--- src/rtl/dma_pkg.sv ---
`default_nettype none
// +--------------------------------------------------------------------------+
// | Package     : dma_pkg                                                    |
// | Description : Shared types and constants for the 8237A-5 DMA channel     |
// |               arbiter: channel count, channel index type, arbiter state  |
// |               encoding and a one-hot helper.                             |
// | Revision    : 1.0 - initial release                                      |
// +--------------------------------------------------------------------------+
package dma_pkg;

   // Number of DMA channels handled by the arbiter.
   localparam int NUM_CH = 4;

   // Channel index (0..NUM_CH-1).
   typedef logic [1:0] chan_t;

   // Arbiter / bus-hold sequencer states.
   typedef enum logic [1:0] {
      IDLE    = 2'd0,
      REQ     = 2'd1,
      GRANT   = 2'd2,
      RELEASE = 2'd3
   } arb_state_t;

   // Convert a channel index into a one-hot channel vector.
   function automatic logic [NUM_CH-1:0] chan_onehot(input chan_t ch);
      logic [NUM_CH-1:0] oh;
      oh     = '0;
      oh[ch] = 1'b1;
      return oh;
   endfunction

endpackage : dma_pkg
`default_nettype wire

--- src/rtl/dma_prio_encoder.sv ---
`default_nettype none
// +--------------------------------------------------------------------------+
// | Module      : dma_prio_encoder                                           |
// | Description : Combinational rotating-priority encoder. Starting at the   |
// |               channel named by the priority pointer, searches upward     |
// |               (modulo NUM_CH) and returns the first requesting channel.  |
// | Ports       : req    in  [NUM_CH-1:0] effective channel requests         |
// |               ptr    in  chan_t       highest-priority channel           |
// |               winner out chan_t       index of the winning channel       |
// |               valid  out 1            at least one request is present    |
// | Revision    : 1.0 - initial release                                      |
// +--------------------------------------------------------------------------+
module dma_prio_encoder
   import dma_pkg::*;
(
   input  logic [NUM_CH-1:0] req,
   input  logic [1:0]        ptr,
   output logic [1:0]        winner,
   output logic              valid
);

   assign valid = |req;

   // Scan from the lowest-priority offset down to offset 0 so that the
   // last match written (the smallest offset from ptr) wins.
   always_comb begin
      chan_t idx;
      idx    = ptr;
      winner = '0;
      for (int k = NUM_CH - 1; k >= 0; k--) begin
         idx = ptr + chan_t'(k);
         if (req[idx]) begin
            winner = idx;
         end
      end
   end

endmodule : dma_prio_encoder
`default_nettype wire

--- src/rtl/dma_priority_arbiter.sv ---
`default_nettype none
// +--------------------------------------------------------------------------+
// | Module      : dma_priority_arbiter                                       |
// | Description : Channel priority arbiter and bus-hold sequencer for the    |
// |               8237A-5 DMA controller. Forms the effective request per    |
// |               channel, raises HRQ, grants one channel with DACK once     |
// |               HLDA returns and holds that grant until ServiceDone.       |
// | Build macro : ROTATING_PRIORITY_EN - when defined, adds the RotPri port  |
// |               and the rotating priority pointer; otherwise the arbiter   |
// |               is fixed priority (ch0 highest).                           |
// | Ports       : CLOCK        in   system clock (rising edge)               |
// |               RESET        in   asynchronous active-high reset           |
// |               DREQ         in   raw channel request pins                 |
// |               SwReq        in   software request bits (active-high)      |
// |               Mask         in   channel mask (1 = ignored)               |
// |               DreqSenseLow in   1 = DREQ active-low                      |
// |               DackSenseLow in   1 = DACK active-low                      |
// |               RotPri       in   1 = rotating priority (macro only)       |
// |               HLDA         in   hold acknowledge from host               |
// |               ServiceDone  in   end-of-service pulse from timing control |
// |               HRQ          out  hold request to host                     |
// |               DACK         out  one-hot grant, polarity per DackSenseLow |
// |               GrantValid   out  a channel is currently granted           |
// |               GrantCh      out  index of the granted channel             |
// |               SwReqClr     out  one-cycle clear for serviced SwReq bit   |
// | Revision    : 1.0 - initial release                                      |
// +--------------------------------------------------------------------------+
module dma_priority_arbiter
   import dma_pkg::*;
(
   input  logic              CLOCK,
   input  logic              RESET,
   input  logic [NUM_CH-1:0] DREQ,
   input  logic [NUM_CH-1:0] SwReq,
   input  logic [NUM_CH-1:0] Mask,
   input  logic              DreqSenseLow,
   input  logic              DackSenseLow,
`ifdef ROTATING_PRIORITY_EN
   input  logic              RotPri,
`endif
   input  logic              HLDA,
   input  logic              ServiceDone,
   output logic              HRQ,
   output logic [NUM_CH-1:0] DACK,
   output logic              GrantValid,
   output logic [1:0]        GrantCh,
   output logic [NUM_CH-1:0] SwReqClr
);

   // ------------------------------------------------------------------
   // Effective requests
   // ------------------------------------------------------------------
   logic [NUM_CH-1:0] w_req;

   for (genvar i = 0; i < NUM_CH; i++) begin : g_req
      assign w_req[i] = ~Mask[i] & ((DREQ[i] ^ DreqSenseLow) | SwReq[i]);
   end

   // ------------------------------------------------------------------
   // State and registered outputs
   // ------------------------------------------------------------------
   arb_state_t        r_state;
   logic              r_hrq;
   logic              r_grant_valid;
   logic [1:0]        r_grant_ch;
   logic [NUM_CH-1:0] r_grant_oh;
   logic [NUM_CH-1:0] r_swreq_clr;

   // ------------------------------------------------------------------
   // Priority pointer
   // ------------------------------------------------------------------
   logic [1:0] w_ptr;

`ifdef ROTATING_PRIORITY_EN
   logic [1:0] r_ptr;

   // Fixed mode pins the pointer to 0. In rotating mode a completed
   // service makes the serviced channel the lowest priority. A host
   // abort leaves the pointer untouched.
   always_ff @(posedge CLOCK or posedge RESET) begin
      if (RESET) begin
         r_ptr <= '0;
      end else if (!RotPri) begin
         r_ptr <= '0;
      end else if (r_state == GRANT && ServiceDone) begin
         r_ptr <= r_grant_ch + 2'd1;
      end
   end

   // Mask the pointer combinationally as well, so switching to fixed
   // mode takes effect in the same cycle.
   assign w_ptr = RotPri ? r_ptr : 2'd0;
`else
   assign w_ptr = 2'd0;
`endif

   // ------------------------------------------------------------------
   // Winner selection
   // ------------------------------------------------------------------
   logic [1:0] w_winner;
   logic       w_win_valid;

   dma_prio_encoder u_prio_encoder (
      .req    (w_req),
      .ptr    (w_ptr),
      .winner (w_winner),
      .valid  (w_win_valid)
   );

   // ------------------------------------------------------------------
   // Bus-hold sequencer
   // ------------------------------------------------------------------
   always_ff @(posedge CLOCK or posedge RESET) begin
      if (RESET) begin
         r_state       <= IDLE;
         r_hrq         <= 1'b0;
         r_grant_valid <= 1'b0;
         r_grant_ch    <= '0;
         r_grant_oh    <= '0;
         r_swreq_clr   <= '0;
      end else begin
         // SwReqClr is a single-cycle pulse.
         r_swreq_clr <= '0;

         case (r_state)
            IDLE: begin
               if (w_win_valid) begin
                  r_state <= REQ;
                  r_hrq   <= 1'b1;
               end
            end

            REQ: begin
               // The winner is chosen when HLDA arrives, not when HRQ
               // was raised, so late requests can still take the bus.
               if (HLDA) begin
                  if (w_win_valid) begin
                     r_state       <= GRANT;
                     r_grant_valid <= 1'b1;
                     r_grant_ch    <= w_winner;
                     r_grant_oh    <= chan_onehot(w_winner);
                  end else begin
                     // Requests withdrew before the host answered.
                     r_state <= RELEASE;
                     r_hrq   <= 1'b0;
                  end
               end
            end

            GRANT: begin
               // Request changes are ignored here: the grant is held
               // until service ends or the host takes the bus back.
               // ServiceDone takes precedence over a simultaneous abort.
               if (ServiceDone) begin
                  r_state       <= RELEASE;
                  r_hrq         <= 1'b0;
                  r_grant_valid <= 1'b0;
                  r_grant_oh    <= '0;
                  if (SwReq[r_grant_ch]) begin
                     r_swreq_clr <= chan_onehot(r_grant_ch);
                  end
               end else if (!HLDA) begin
                  r_state       <= IDLE;
                  r_hrq         <= 1'b0;
                  r_grant_valid <= 1'b0;
                  r_grant_oh    <= '0;
               end
            end

            RELEASE: begin
               // Hold HRQ low until the host has dropped HLDA.
               if (!HLDA) begin
                  r_state <= IDLE;
               end
            end

            default: begin
               r_state <= IDLE;
            end
         endcase
      end
   end

   // ------------------------------------------------------------------
   // Outputs
   // ------------------------------------------------------------------
   assign HRQ        = r_hrq;
   assign GrantValid = r_grant_valid;
   assign GrantCh    = r_grant_ch;
   assign SwReqClr   = r_swreq_clr;

   // During reset DACK is forced to all-zero regardless of polarity, so
   // the pins are quiet even before DackSenseLow has been programmed.
   assign DACK = RESET ? '0 : (r_grant_oh ^ {NUM_CH{DackSenseLow}});

endmodule : dma_priority_arbiter
`default_nettype wire
--- config.mk ---
export PLATFORM = sky130hd
export DESIGN_NAME = dma_priority_arbiter
export DESIGN_NICKNAME = d
export VERILOG_FILES = /design/src/rtl/dma_pkg.sv /design/src/rtl/dma_prio_encoder.sv /design/src/rtl/dma_priority_arbiter.sv
export SDC_FILE = /design/constraint.sdc
export NUM_CORES = 1
export LEC_CHECK = 0
export BUFFER_PORTS_ARGS = -buffer_cell sky130_fd_sc_hd__buf_2
export CORE_MARGIN = 1.5
export CORE_UTILIZATION = 30
export DETAILED_ROUTE_END_ITERATION = 7
export GPL_ROUTABILITY_DRIVEN = 0
export SYNTH_ARGS = -nofsm -noshare
export SYNTH_HDL_FRONTEND = slang
export SYNTH_HIERARCHICAL = 1
export SYNTH_SLANG_ARGS = --single-unit
--- constraint.sdc ---
create_clock -name CLOCK -period 3.6 [get_ports CLOCK]
set_input_delay 0.72 -clock CLOCK [delete_from_list [all_inputs] [get_ports CLOCK]]
set_output_delay 0.72 -clock CLOCK [all_outputs]
set_load 0.03 [all_outputs]
# After elaboration in Yosys (flattened, before gate mapping)
# Cells that the tools add are included.
# word_totals
register_bits	14
inputBits	18
out_inout_bits	12
word_cells	78
# classes
magnitude_cmp	4
eq_ne	8
muxes	33
bitwise	17
reduce_logical	10
# ops
operator	count
$mux 4	8
$mux 2	8
$mux 1	10
$pmux 2 s4	1
$pmux 4 s2	1
$lt 2x3->1 const B	2
$reduce_and 5->1	1
$and 1x1->1	4
$demux 1 s2	2
$eq 2x2->1 const B	2
$ge 2x1->1 const B	2
$ne 2x1->1 const B	2
$ne 2x2->1 const B	2
$not 1->1	4
$or 1x1->1	4
$reduce_and 4->1	1
$reduce_or 4->1	1
$xor 1x1->1	4
$xor 4x4->4	1
$ne 3x3->1 const B	1
$pmux 1 s3	1
$reduce_and 3->1	1
$reduce_bool 3->1	1
$bmux 1 s2	1
6 further kinds	7

# Longest topological paths before layout
# Gate-level depths: netlist (run 1).
# logic_depth
ltp_word	14
mapped_depth	8
depth_no_buf	8

# Modules after synthesis
# Netlist (run 1), hierarchy kept.
# modules_own_cells
module	n_inst	cells_per_inst	area_each_um2	seq_area_each_um2
dma_priority_arbiter	1	86	875.8	350.3
dma_prio_encoder	1	13	77.6	0.0

# Worst setup path after synthesis (run 1)
# No wires, ideal clock.
# synth_timing
kind	input port to flip-flop
from	in DreqSenseLow
to	reg r_grant_oh[0]
setup_time_ps	125
arrival_ps	2051
t_required_ps	3475
slack_ps	1424
cell_stages	8
path_buffers	0
cell_sequence	xor2_1 -> nor2_1 -> nor2_1 -> nor2_1 -> nand2_1 -> and2_1 -> a32oi_4 -> mux2_4
# synth_between
word_cells_on_any_way	27
cone_classes	2 x order compare; 1 x eq/ne; 9 x mux; 12 x bitwise; 3 x reduce/logical
# synth_lines
item	line	source
from (decl)	dma_priority_arbiter.sv:36	input logic DreqSenseLow,
$xor 1x1->1	dma_priority_arbiter.sv:56	assign w_req[i] = ~Mask[i] & ((DREQ[i] ^ DreqSenseLow) | SwReq[i]);
$or 1x1->1	dma_priority_arbiter.sv:56	
$and 1x1->1	dma_priority_arbiter.sv:56	
via w_req[3]	dma_priority_arbiter.sv:53	logic [NUM_CH-1:0] w_req;
$reduce_or 4->1	dma_prio_encoder.sv:22	assign valid = |req;
via w_win_valid	dma_priority_arbiter.sv:101	logic w_win_valid;
$ne 2x1->1 (no line)	n/a	
$reduce_and 4->1 (no line)	n/a	
to (signal assigned)	dma_priority_arbiter.sv:141	r_grant_oh <= chan_onehot(w_winner);
to (decl)	dma_priority_arbiter.sv:66	logic [NUM_CH-1:0] r_grant_oh;
# The timed path passes the listed nets, and every way through them passes these cells. The select of a mux whose other input is x is not followed.
# A chain may end at the register's enable or synchronous reset.

# Worst setup path after layout (run 1)
# Same ends and word-level chain as after synthesis.

==> results by stage, run 1 <==
Finish:
- The final-stage net count is 162.
- The area taken by multi-input logic gates is 602 um2.
- The non-filler instance count after layout is 182.
- The finished cells cover around 1200 um2.
- The fraction of final layout cells sized beyond drive strength 1 is between 30% and 40%.
- The combined flip-flop and latch cell area is 350 um2.
- After filler insertion, the fill cell instance count of the layout stands at 315.
- The number of antenna diodes in the final layout is 0.
- The area growth from synthesis to layout is 27.0%.

Yosys:
- Sorting the synthesized cells by area gives the leading types as sky130_fd_sc_hd__dfrtp_1 (37%), sky130_fd_sc_hd__nor2_1 (6.7%), sky130_fd_sc_hd__ha_1 (6.6%).
- The cell type contributing the most total cell area after synthesis is sky130_fd_sc_hd__dfrtp_1.
- The netlist area before placement is roughly 950 um2.
- The number of synthesized register bits is 14.
- The proportion of synthesized chip area in sequential cells is 36.7%.
- The share of Yosys cell area claimed by the top area cell type is 36.7%.
- The average cell area after synthesis is 9.63 um2.
- The Yosys step of the flow raised 6 warnings.
- The post-synthesis cell type count is 33.
- The post-synthesis cell count is 99.

Clock network:
- TritonCTS built the clock tree.
- TritonCTS created 3 clock buffers.
- CTS saw 14 sinks.
- CTS built an H-tree with a depth of 1.
- The longest clock path from root to sink contains 2 buffers.
- Clock-pin slew was measured on the worst setup and hold paths at about 0.080 ns.
- The later-pin clock latency in the skew report is 0.27 ns.
- The count of hold-fix buffers inserted at cts is 0.
- The number of post-CTS setup repair buffers is 0.
- The post-cts repair resize count is 0.
- In this run the clock root is driven by a sky130_fd_sc_hd__clkbuf_4.

Setup path:
- The nature of the critical path startpoint is an input port.
- The endpoint required time on the critical path is 3.76 ns.
- The biggest fanout along the worst timing path is 5.
- The kind of end point of the critical path is a flip-flop.
- The setup check on the worst reg-to-reg path leaves a slack of 1.67 ns.
- The beginning of the worst register-to-register path is r_state[0].
- The dominant delay contributor by cell family on the critical path is simple AND/OR/NAND/NOR gates.
- The slowest stage of the critical path belongs to the cell sky130_fd_sc_hd__a32oi_4.
- The depth of the most critical reg-to-reg path is 5.
- Data on the critical path arrives at its endpoint at 2.35 ns.
- The worst setup path is of the input port to flip-flop kind.
- The destination of the worst register-to-register timing path is r_grant_oh[0].
- The buffers plus inverters on the worst setup path is 1.
- The signal on the critical path passes through buf_2 > xor2_1 > nor2_1 > nor2_1 > nor2_1 > nand2_1 > and2_1 > a32oi_4 > mux2_4.
- The cell with the most instances on the worst path is sky130_fd_sc_hd__nor2_1.
- For this run, the slowest stage of the critical path takes between 0.3 and 0.4 ns.

Timing:
- The clock arrives with 0.00257 ns of skew.
- Static timing analysis puts the maximum clock frequency at 0.457 GHz.
- The number of hold violations in the final report is 0.
- The setup total negative slack is 0 ns.
- Setup repair after global routing left no endpoint under its margin.
- The tightest slew margin relative to the limit is 62.6%.
- The transition at the pin with the smallest max-transition slack is between 0.5 and 0.6 ns.
- The final cycle utilization of the critical path is 60.8%.
- The number of max-slew violations in the final report was 0.
- The number of endpoints failing setup at the final stage is 0.
- The final critical-path required period is between 2 and 2.5 ns.

Status:
- The flow ran to the end, and the final reports show no timing, DRC or antenna violations.

Die:
- The die covers 3530 um2.
- The initial standard-cell utilization of the core is between 30% and 40%.
- The die boundary width is 59.4 um.
- The cell row count is 20.
- In this run the vertical extent of the chip is between 50 and 60 um.
- The core region is 3030 um2.
- The I/O pin count is 30.

Pwr:
- Registers are responsible for 32.1% of the overall power.
- For this design the ratio of total power to cell area is 660 nW/um2.
- The analysis attributes to cell leakage a power of 0.000628 uW.
- The switching component of the power is 340 uW.
- The post-route total power is roughly 800 uW.
- The internal power is 459 uW.
- The combinational share of power is a little over half.
- The part of the total power dissipated in the clock network is 13.9%.
- The worst supply voltage drop on vdd is 0.309 mV.
- The switching power share of the total is between 40% and 50%.

Routing:
- The routed metal-1 wirelength is between 800 and 900 um.
- The antenna violation net count after detailed routing is 0.
- The first detailed-routing pass ran for 4 iterations.
- The routed via count is between 700 and 800.
- Detailed routing placed a total of 69 um of wire on met3.
- The vias per cell is 4.29.
- The average routed wire per standard cell is ~10 um.
- The violation count after the first detailed-routing iteration is 9.
- The wire length on met2 is 903 um.
- In this run the top signal layer used is met3.
- The routed design has roughly 1900 um of wire.
- For this run, design rule violations remaining after detail routing come to 0.

Global route:
- The via count of the first global-routing pass is between 800 and 900.
- The global router's overall resource usage is 12.0%.
- The pin count of the biggest net entering global routing is 15.
- The first global-routing pass estimated 3280 um of wire.
- The initial antenna violation count is 0.
- The remaining global-route overflow is 0.

Min path:
- The class of the tightest hold or removal check is input port to asynchronous set/reset pin.

Placed design:
- The placed standard-cell area is between 1000 and 1500 um2.
- The number of I/O port buffers is 29.
- The detailed placer's ending HPWL is 1520 um.
- The total placed cells including tap cells is roughly 180.

Run:
- The tool flagged a number of max-cap violations equal to 0.
-- cell families after synthesis --
kind of cell	share of synthesized area (%)
flops	36.7
simple gates	24.4
mux	11.8
xor+xnor	7.35
other cells	0.393
fa+ha+maj	6.56
buf+inv	3.28
compound gates	9.45
-- through the flow --
| step | hold WS, ns | setup slack, ns | utilization (%) |
|---|---|---|---|
| finish | 0.517 | 1.41 | 40.0 |
| global placement | 0.510 | 1.15 | 38.8 |
| CTS | 0.527 | 1.42 | 40.0 |
| detailed placement | 0.505 | 1.13 | 38.8 |
| floorplan | 0.500 | 1.42 | - |
| global route | 0.551 | 1.32 | 40.0 |
-- worst max path at each step --
stage,startpoint,to,slack (ns),cells past startpoint
2_1_floorplan,DreqSenseLow,r_grant_oh[0],1.42,8
6_report,DreqSenseLow,r_grant_oh[0],1.41,9
5_1_grt,DreqSenseLow,r_grant_oh[3],1.32,9
3_5_place_dp,DreqSenseLow,r_grant_oh[0],1.13,9
4_1_cts,DreqSenseLow,r_grant_oh[0],1.42,9
3_3_place_gp,DreqSenseLow,r_grant_oh[2],1.15,9
-- Yosys cell counts --
cell and n:
sky130_fd_sc_hd__a31oi_1 2, sky130_fd_sc_hd__and2_1 1, sky130_fd_sc_hd__o22ai_1 1, sky130_fd_sc_hd__nand2b_4 1, sky130_fd_sc_hd__a211oi_1 1, sky130_fd_sc_hd__nor2b_2 1
sky130_fd_sc_hd__xnor2_1 4, sky130_fd_sc_hd__nand2_1 7, sky130_fd_sc_hd__mux2_2 2, sky130_fd_sc_hd__buf_2 1, sky130_fd_sc_hd__inv_1 6, sky130_fd_sc_hd__xor2_1 4
sky130_fd_sc_hd__nor3b_1 4, sky130_fd_sc_hd__a32oi_4 1, sky130_fd_sc_hd__o21ai_0 1, sky130_fd_sc_hd__and3_1 1, sky130_fd_sc_hd__a21oi_1 2, sky130_fd_sc_hd__a221oi_1 1
sky130_fd_sc_hd__nand4_1 1, sky130_fd_sc_hd__dfrtp_1 14, sky130_fd_sc_hd__mux2_4 4, sky130_fd_sc_hd__nand3_1 1, sky130_fd_sc_hd__nor4b_1 1, sky130_fd_sc_hd__nand3b_1 1
sky130_fd_sc_hd__mux2i_1 3, sky130_fd_sc_hd__clkbuf_1 1, sky130_fd_sc_hd__ha_1 5, sky130_fd_sc_hd__nor2_1 17, sky130_fd_sc_hd__nor3_1 2, sky130_fd_sc_hd__and3b_1 1
sky130_fd_sc_hd__a211oi_2 1, sky130_fd_sc_hd__nand2b_1 5, sky130_fd_sc_hd__conb_1 1
-- registers in the layout (all words and copies together), names as in the netlist --
| register | count |
|---|---|
| SwReqClr | 4 |
| GrantValid | 1 |
| r_grant_oh | 4 |
| HRQ | 1 |
| GrantCh | 2 |
| r_state | 2 |
-- cell type report --
type / instances / area share (%)
clock buffers: 4 / 3.00
well taps: 44 / 4.55
inverters: 6 / 1.86
repair buffers: 29 / 12.0
multi-input cells: 85 / 49.7
flip-flops and latches: 14 / 28.9
-- layer usage --
layer | global-route usage (%) | vias up
met5 | 0 | -
li1 | - | 406
met2 | 19.8 | 16
met1 | 15.4 | 358
met3 | 4.15 | 0
met4 | 2.27 | 0
-- placed cells by master, fill, tap and decap left out, drive strengths merged --
cell type,Yosys,routed
nor3,2,2
a221oi,1,1
nor3b,4,4
mux2,6,6
ha,5,5
a21oi,2,2
nand2,7,7
nand4,1,1
and3b,1,1
nor4b,1,1
a32oi,1,1
conb,1,9
and2,1,1
a31oi,2,2
nand2b,6,6
a211oi,2,2
o22ai,1,1
nand3b,1,1
mux2i,3,3
inv,6,6
nand3,1,1
dfrtp,14,14
buf,1,29
and3,1,1
clkbuf,1,4
nor2,17,17
o21ai,1,1
xnor2,4,4
nor2b,1,1
xor2,4,4
-- power by group through the flow --
stage	Clock, uW	Combinational [uW]	Sequential, uW
2_1_floorplan	0	297	300
3_3_place_gp	0	426	258
3_5_place_dp	0	431	261
4_1_cts	119	432	258
5_1_grt	125	473	265
6_report	111	431	257
Note: power is estimated with default switching activity, not from simulation.
==> run 2: changes to the inputs <==
==> constraint.sdc (replaced) <==
create_clock -name CLOCK -period 2.2 [get_ports CLOCK]
set_input_delay 0.44 -clock CLOCK [delete_from_list [all_inputs] [get_ports CLOCK]]
set_output_delay 0.44 -clock CLOCK [all_outputs]
set_load 0.03 [all_outputs]
==> run 2 against run 1 <==
Clock-buffer cell count unchanged. Register-to-register slack got worse by 1.3 ns. Sequential cell count unchanged. Largest power group unchanged. Clock power increased by 73%. Global-route usage increased by 0.31 points.
==> results by stage, run 2 (synthesis results as in run 1) <==
Status:
- Outcome: finished clean (unchanged).

Timing:
- The setup clock skew after layout is 0.0101 ns (was 0.00257 ns).
- Setup repair after global routing missed its margin: false (unchanged).
- In the finished design, the share of the clock period the worst path needs comes to 85.7%.
- The number of endpoints failing setup at the final stage came to 0 (unchanged).
- The timing-limited maximum frequency is approximately 0.53 GHz.
- The transition at the pin with the smallest max-transition slack is 0.537 ns (was 0.560 ns).
- The number of hold violations in the final report is 0 (unchanged).
- The tightest slew margin relative to the limit is 64.2% (was 62.6%).
- The setup total negative slack is 0 ns (unchanged).
- The number of max-slew violations in the final report came to 0 (unchanged).
- The final critical-path required period is around 1.9 ns.

Global route:
- The global router's overall resource usage is 12.4% (was 12.0%).
- The pin count of the biggest net entering global routing is 15 (unchanged).
- The wire length of the first global-routing pass is 3220 um (was 3280 um).
- The global routing met3 resource utilization is 4.80% (was 4.15%).
- The global-route track usage on met1 was 14.3% (was 15.4%).
- The remaining global-route overflow is 0 (unchanged).
- The global routing usage on met2 came to 21.5% (was 19.8%).
- The initial antenna violation count is 0 (unchanged).
- The via count of the first global-routing pass is 770 (was 803).
- The most utilized layer in the global route result is met2 (unchanged).

Setup path:
- The maximum single-stage delay on the critical path is 0.35 ns (about the same).
- The worst endpoint data arrival time came to 2.05 ns (was 2.35 ns).
- The kind of end point of the critical path was a flip-flop (unchanged).
- The cell with the most instances on the worst path was sky130_fd_sc_hd__nor2_1 (unchanged).
- Cell-by-cell listing of the critical path: buf_2 > xor2_1 > nor2_1 > nor2_1 > nor2_1 > nand2_1 > and2_1 > a32oi_4 > mux2_4 (unchanged).
- The buffers plus inverters on the worst setup path is 1 (unchanged).
- The nature of the critical path startpoint is an input port (unchanged).
- The dominant delay contributor by cell family on the critical path is simple AND/OR/NAND/NOR gates (unchanged).
- The biggest fanout along the worst timing path is 5 (unchanged).
- The endpoint required time on the critical path is 2.37 ns (was 3.76 ns).
- The library cell contributing the largest single delay on the critical path is sky130_fd_sc_hd__a32oi_4 (unchanged).
- The critical path start-end classification is input port to flip-flop (unchanged).
- The minimum setup slack among reg-to-reg paths is 0.38 ns (was 1.67 ns).

Routing:
- The violation count after the first detailed-routing iteration is 8 (was 9).
- The total iterations of the first detailed-routing run is 4 (unchanged).
- The residual DRC count is 0 (unchanged).
- The antenna violation net count after detailed routing is 0 (unchanged).
- The vias per cell is 4.29 (about the same).
- The routed wire length came to 1990 um (was 1870 um).
- The routed via count is 789 (was 780).
- The average routed wire per standard cell is 10.8 um (was 10.3 um).

Die:
- The initial standard-cell utilization of the core is 31.5% (unchanged).
- The die boundary width is 59.4 um (unchanged).
- The cell row count is 20 (unchanged).
- The die area is 3530 um2 (unchanged).
- The core outline area is 3030 um2 (unchanged).
- The die extent in y is 59.4 um (unchanged).
- The I/O pin count was 30 (unchanged).

Clock network:
- The number of post-CTS setup repair buffers is 0 (unchanged).
- The H-tree depth is 1 (unchanged).
- The later-pin clock latency in the skew report is 0.29 ns (was 0.27 ns).
- The clock transition at the registers of the reported paths is 0.10 ns (was 0.08 ns).
- The number of buffers created by CTS is 3 (unchanged).
- The post-cts repair resize count was 0 (unchanged).
- The number of clock sinks is 14 (unchanged).
- The count of hold-fix buffers inserted at cts is 0 (unchanged).
- The clock tree from TritonCTS is built (unchanged).
- The maximum buffer depth of the clock tree was 2 (unchanged).
- The root buffer cell is sky130_fd_sc_hd__clkbuf_4 (unchanged).

Finish:
- The growth of design area from synthesis to finish is 28.6% (was 27.0%).
- The layout filler cell count came to 310 (was 315).
- Most frequent cells in the layout: sky130_fd_sc_hd__buf_2 (29), sky130_fd_sc_hd__nor2_1 (17), sky130_fd_sc_hd__dfrtp_1 (14) (unchanged).
- The final standard cell area without fillers is 1230 um2 (was 1210 um2).
- The non-filler instance count after layout is 184 (was 182).
- The final-stage net count is 164 (was 162).
- The most common cell after layout, fill and taps aside is sky130_fd_sc_hd__buf_2 (unchanged).
- The utilization after layout is 40.5% (was 40.0%).
- The fraction of final layout cells sized beyond drive strength 1 is 32.1% (was 31.2%).
- The antenna diode count is 0 (unchanged).

Pwr:
- The worst supply voltage drop on vdd is 0.695 mV (was 0.309 mV).
- The power per cell area is 1090 nW/um2 (was 660 nW/um2).
- The static power due to leakage is 0.000637 uW (was 0.000628 uW).

Min path:
- The class of the tightest hold or removal check was input port to asynchronous set/reset pin (unchanged).

Placed design:
- The total placed cells including tap cells was 180 (was 178).
- The detailed placer's ending HPWL is 1590 um (was 1520 um).
- The number of I/O port buffers is 29 (unchanged).
- The placed standard-cell area was 1190 um2 (was 1170 um2).

Run:
- The number of violations of the max-capacitance limit is 0 (unchanged).
## run 2: changes by cell type in the layout (fill, tap and decap cells not counted), sizes merged
cell	before	now
buf	29	31
## run 2: worst register-to-register path: stages, from the launching register on
cell and delay, ns:
sky130_fd_sc_hd__dfrtp_1 0.41, sky130_fd_sc_hd__inv_1 0.12, sky130_fd_sc_hd__ha_1 0.32, sky130_fd_sc_hd__nor2b_2 0.21, sky130_fd_sc_hd__a32oi_4 0.32, sky130_fd_sc_hd__mux2_4 0.33
## run 2: power by group
part	switching (uW)	internal, uW
sequential	75.6	345
clock	90.9	101
combinational	404	317
total	570	763
## run 2: path summary, 6_finish.rpt
| check | startpoint | endpoint | cells past startpoint |
|---|---|---|---|
| worst max-delay path | DreqSenseLow | r_grant_oh[0] | 9 |
| worst min-delay path | RESET | HRQ | 2 |
| worst max register to register | r_state[0] | r_grant_oh[0] | 5 |
| worst min register to register | GrantCh[0] | SwReqClr[0] | 1 |
| max in group asynchronous | RESET | GrantCh[0] | 2 |
| min in group CLOCK | SwReq[3] | SwReqClr[3] | 3 |
## run 2: layer usage
metal  wire length, um  up-vias  part of all wire, %
met5                 0        -                    0
met3                70        0                  3.5
met4                 0        0                    0
met2              1000       16                   51
met1               913      363                   46
li1                  -      410                    -
## run 2: layout make-up
| type | instances | area [um2] | area share, % |
|---|---|---|---|
| clock buffers | 4 | 36.3 | 2.96 |
| inverters | 6 | 22.5 | 1.84 |
| multi-input cells | 85 | 602 | 49.1 |
| flip-flops and latches | 14 | 350 | 28.6 |
| well taps | 44 | 55.1 | 4.49 |
| repair buffers | 31 | 160 | 13.1 |
## run 2: stage by stage
step	hold WS [ns]	total power, uW	worst slack [ns]
after global placement	0.508	1130	0.0584
after floorplan	0.329	977	0.304
final	0.212	1330	0.315
after global routing	0.263	1430	0.213
after detailed placement	0.516	1150	0.0334
after CTS	0.234	1360	0.333
